### src/rtl/fanout_fork_ctrl.sv
// Eager-fork broadcast point: one upstream ready/valid stream delivered to every
// enabled downstream port, each accepting at its own pace, with no duplicates.
module fanout_fork_ctrl #(
  parameter int NUM_OUT    = 6,
  parameter int DATA_WIDTH = 16,
  parameter int CNT_WIDTH  = 16
) (
  input  logic                  clk,
  input  logic                  reset,
  input  logic [NUM_OUT-1:0]    cfg_en,
  input  logic                  flush,
  input  logic                  in_valid,
  input  logic [DATA_WIDTH-1:0] in_data,
  output logic                  in_ready,
  output logic [NUM_OUT-1:0]    out_valid,
  output logic [DATA_WIDTH-1:0] out_data,
  input  logic [NUM_OUT-1:0]    out_ready,
  output logic                  busy,
  output logic [CNT_WIDTH-1:0]  xfer_count
);

  typedef enum logic {IDLE, PARTIAL} state_t;

  state_t               state, state_next;
  logic [NUM_OUT-1:0]   done, done_next;
  logic [NUM_OUT-1:0]   fire;
  logic                 retire;

  // Disabled or already-served ports count as ready so the token can retire.
  always_comb begin
    out_valid  = {NUM_OUT{in_valid & ~flush}} & cfg_en & ~done;
    fire       = out_valid & out_ready;
    in_ready   = ~flush & (&(~cfg_en | done | out_ready));
    out_data   = in_data;
    retire     = in_valid & in_ready;
    busy       = (state == PARTIAL);
    done_next  = (done | fire) & cfg_en;
    state_next = (done_next != '0) ? PARTIAL : IDLE;
    if (flush || retire) begin
      done_next  = '0;
      state_next = IDLE;
    end
  end

  always_ff @(posedge clk) begin
    if (reset) begin
      state      <= IDLE;
      done       <= '0;
      xfer_count <= '0;
    end else begin
      state <= state_next;
      done  <= done_next;
      if (retire)
        xfer_count <= xfer_count + CNT_WIDTH'(1);
    end
  end

endmodule

### config.mk
export PLATFORM = sky130hd
export DESIGN_NAME = fanout_fork_ctrl
export DESIGN_NICKNAME = d
export VERILOG_FILES = /design/src/rtl/fanout_fork_ctrl.sv
export SDC_FILE = /design/constraint.sdc
export NUM_CORES = 1
export LEC_CHECK = 0
export CAP_MARGIN = 20
export CORE_MARGIN = 5
export CORE_UTILIZATION = 66
export DETAILED_ROUTE_END_ITERATION = 6
export DONT_BUFFER_PORTS = 1
export PLACE_DENSITY = 0.79
export REMOVE_ABC_BUFFERS = 1
export SYNTH_ARGS = -nofsm -noshare
export SYNTH_HDL_FRONTEND = slang
export SYNTH_SLANG_ARGS = --single-unit
export TNS_END_PERCENT = 50
### constraint.sdc
create_clock -name clk -period 4.9 [get_ports clk]
set_clock_uncertainty 0.15 [all_clocks]
set_input_delay 0.245 -clock clk [delete_from_list [all_inputs] [get_ports clk]]
set_output_delay 0.245 -clock clk [all_outputs]
set_load 0.01 [all_outputs]
* Word level (Yosys, flattened, before mapping)
Cells that the tools add are included.
Widths: inputs -> output; s select.
** Operators by class
- Add/subtract/negate cells :: 1
- Reduce and logical (&&, ||, !) cells :: 4
- Mux-type cells :: 1
- Bitwise operators :: 13
** Operators with widths (count)
- $and 6x6->6 :: 4
- $or 6x6->6 :: 3
- $add 16x1->16 const B :: 1
- $not 6->6 :: 2
- $reduce_and 6->1 :: 1
- $reduce_bool 6->1 :: 1
- $and 1x1->1 :: 3
- $reduce_or 2->1 :: 1
- $logic_or 1x1->1 :: 1
- $mux 1 :: 1
- $not 1->1 :: 1
** Word-level totals
- Output and inout bits :: 40
- Flip-flop bits (word level) :: 23
- Logic and storage cells :: 22
- Input bits :: 32

* Longest topological paths before layout
- Word-level depth :: 9
- Gate-level depth with buffers :: 6
- Depth with buffers taken out :: 5

* Worst setup path before layout
OpenSTA, ideal clock, no wires.
- Kind :: reg2out
- Start :: reg done[5]
- End :: out in_ready
- Path slack :: 2946 ps
- Data arrival time :: 1559 ps
- Stages on the path, launching flop included :: 6
- Path buffers :: 2
- Path through :: dfxtp_1 nor3b_1 or4_4 buf_2 clkbuf_1 nor3_1
** Between the ends
- Cells in the longest elaborated chain, start to end :: 4
** Ends and longest elaborated chain
- start, declared :: RTL line 25 : logic [NUM_OUT-1:0] done, done_next;
- start signal, assigned :: RTL line 52 : done <= done_next;
- $or 6x6->6 (2 in series) :: RTL line 33 : in_ready = ~flush & (&(~cfg_en | done | out_ready));
- $reduce_and 6->1 :: RTL line 33
- $and 1x1->1 :: RTL line 33
- end, declared :: RTL line 14 : output logic in_ready,
Every way passes these cells.

* Final worst setup path
Ends and elaborated chain as after synthesis.

==> impl_results.md <==
* Status: finished, final reports clean
* Worst slew pin tran at 523 ps
* Gr usage total at between 20% and 30%
* Root buf cell: clkbuf_4
* Pre-CTS setup slack at between 2000 and 3000 ps
* CP endpoint kind: output port
* Seq cells post-synth at 23
* Core Footprint at 1940 um^2
* N_diodes at 0
* Vias per inst at approximately 6.7
* R2R Path End: xfer_count[4]$_SDFFE_PP0P_
* # Post-CTS Setup Buffers at 0
* Sequential area share after synthesis at 34.4%
* Initial antenna violation count at 0
* Lkg Pwr at around 0.41 nW
* Synth Area per Inst at about 8.5 um^2
* IO Port Bufs at 0
* Post-CTS Resized at 0
* Pins over their slew limit at 0
* Die Y at roughly 55 um
* Tcrit/Tclk final at between 40% and 50%
* R2r startpoint: done[5]$_SDFF_PP0_
* Power per cell area at 235 nW/um^2
* Die width at between 50 and 60 um
* CTS tree: done
* Vias in the first global route at 1093
* R2R Setup Slk at roughly 2800 ps
* DRC viols at 0
* Max incr delay on CP at around 700 ps
* Maximum Capacitance Violations at 0
* DRT iter0 DRCs at 28
* Final min period at 2190 ps
* Worst setup startpoint: done[5]$_SDFF_PP0_
* Commonest non-fill, non-tap cell in the layout: dfxtp_1
* Initial Util at between 60% and 70%
* DP Wirelength at about 2200 um
* Maximum root-to-sink buffer count at 2
* Critical Path Slowest Stage Cell: or4_4
* WL final at about 3100 um
* Synth Warn # at 0
* CTS H-tree lvls at 1
* Synth cell types at 34
* Largest net degree at the start of global routing at 32
* IO Pins at 72
* Area grow syn2layout at -2.15%
* CTS Buf Count at 3
* Fin. Hold Viols at 0
* DR vias at about 1200
* Worst Hold Class: in2reg
* Worst Setup EP: in_ready
* WL/cell at 18.2 um
* Setup_tns at 0 ps
* Setup crit start kind: register
* Commonest non-fill, non-tap cells in the layout: dfxtp_1 (23), a21oi_1 (13), o31ai_1 (12), or4_1 (12)
* Final Power at 0.307 mW
* Worst R2R Path Depth at 4
* Skew-Pair Late Insertion Delay at approximately 310 ps
* Clock slew at reported path FFs at 120 ps
* RSZ-0062 raised after global routing: no
* Netlist Area Pre-Place at 1340 um^2
* Gpl congestion at between 0.7 and 0.8
* Global-route wire length before repair at about 4900 um
* DRT Pass-1 Iters at 4
* Endpoints failing setup at 0
* Worst vdd ir at roughly 0.17 mV
* Maximum fanout along the worst path at 31
* Die ar. at roughly 3000 um^2
* Sequence of cells on the critical path: nor3b_1 -> or4_4 -> nor3_1
* Max-slew headroom at 64.9%
* Fraction of layout cells with a size suffix above 1 at 6.21%
* Post-detailed-route count of antenna-violating nets at 0
* Row cnt at 16
* Crit path kind: reg2out
* Nets at around 180
* Grt ovf at 0
* Post-Synthesis Cells at ~160
* TritonCTS Sinks at 23
* Worst setup margin at 2710 ps
* Data required time of the worst path at ~4500 ps
* WHS at ~8.2 ps
* FMAX at around 460 MHz
* Worst path arrival time at 1790 ps
[sequential cells by signal, indices dropped and copies added, names as in the netlist]
signal	flops
done	6
busy	1
xfer_count	16
[per-layer routing]
layer / global-route usage [%] / vias to the layer above / share of wire [%]
met3: 11.0 / 5 / 11
li1: - / 548 / -
met1: 28.4 / 542 / 43
met2: 32.9 / 55 / 45
met4: 9.72 / 0 / 1.4
met5: 6.25 / - / 0
[how the worst min path moves through the flow]
stage / from / cells after the start / slack (ps) / end
floorplan: reset / 1 / 160 / xfer_count[0]$_SDFFE_PP0P_
global placement: reset / 1 / 170 / xfer_count[9]$_SDFFE_PP0P_
detailed placement: reset / 1 / 170 / xfer_count[0]$_SDFFE_PP0P_
CTS: reset / 2 / 2 / xfer_count[4]$_SDFFE_PP0P_
global route: reset / 2 / 8 / xfer_count[4]$_SDFFE_PP0P_
finish: reset / 2 / 8 / xfer_count[4]$_SDFFE_PP0P_
[critical path, delay by kind of cell (launching register included)]
kind          cells  cell delay, ps
simple gates      3            1110
flops             1             370
[through the flow]
stage	cell area, um^2	utilization, %	cells
floorplan	1180	-	134
global placement	1210	62.5	161
detailed placement	1210	62.5	161
CTS	1310	67.5	172
global route	1310	67.5	172
finish	1310	67.5	172
[synth_stat cells (all sizes together)]
master | instances | area [um^2]
ha | 1 | 12.5
inv | 3 | 11.3
a21oi | 13 | 65.1
and3b | 4 | 35.0
nand2 | 6 | 22.5
nor2b | 2 | 12.5
or4 | 13 | 101
or3b | 2 | 17.5
mux2i | 1 | 10.0
nor4 | 1 | 6.26
nand4b | 1 | 8.76
nand3 | 2 | 10.0
nor2 | 11 | 41.3
nand3b | 1 | 7.51
and2 | 2 | 12.5
nor3 | 2 | 10.0
mux2 | 2 | 22.5
o21ai | 7 | 35.0
nand2b | 3 | 18.8
a31oi | 1 | 6.26
o31ai | 13 | 103
and4 | 3 | 26.3
and4b | 1 | 10.0
or3 | 1 | 6.26
nor3b | 11 | 82.6
clkbuf | 5 | 18.8
dfxtp | 23 | 460
nand4 | 4 | 25.0
buf | 19 | 140
[power by group]
group / total, mW / switching [mW] / internal, mW / leakage, nW
clock: 0.0863 / 0.0545 / 0.0318 / 0.0150
combinational: 0.0316 / 0.0190 / 0.0126 / 0.210
sequential: 0.190 / 0.00132 / 0.188 / 0.185
total: 0.307 / 0.0748 / 0.233 / 0.410
[cell families after synthesis]
kind of cell               count (synthesis)  synth area share [%]
AOI/OAI and AO/OA                         34                  15.6
adders and majority gates                  1                 0.934
buffers and inverters                     27                  12.7
DFF                                       23                  34.4
muxes                                      3                  2.43
and+or+nand+nor                           70                  33.9
[timing repair]
| action | in CTS | in global routing |
|---|---|---|
| endpoints found under the setup margin | 0 | 0 |
| endpoints found under the hold margin | 21 | 0 |
| hold buffers | 7 | 0 |
[area by class of cell]
class | instances | area [um^2]
fillers | 182 | 632
repair buffers | 7 | 70.1
inverters | 3 | 11.3
well taps | 27 | 33.8
clock buffers | 4 | 26.3
flip-flops and latches | 23 | 460
multi-input cells | 108 | 708
No activity file was read; power rests on OpenSTA's default activity.
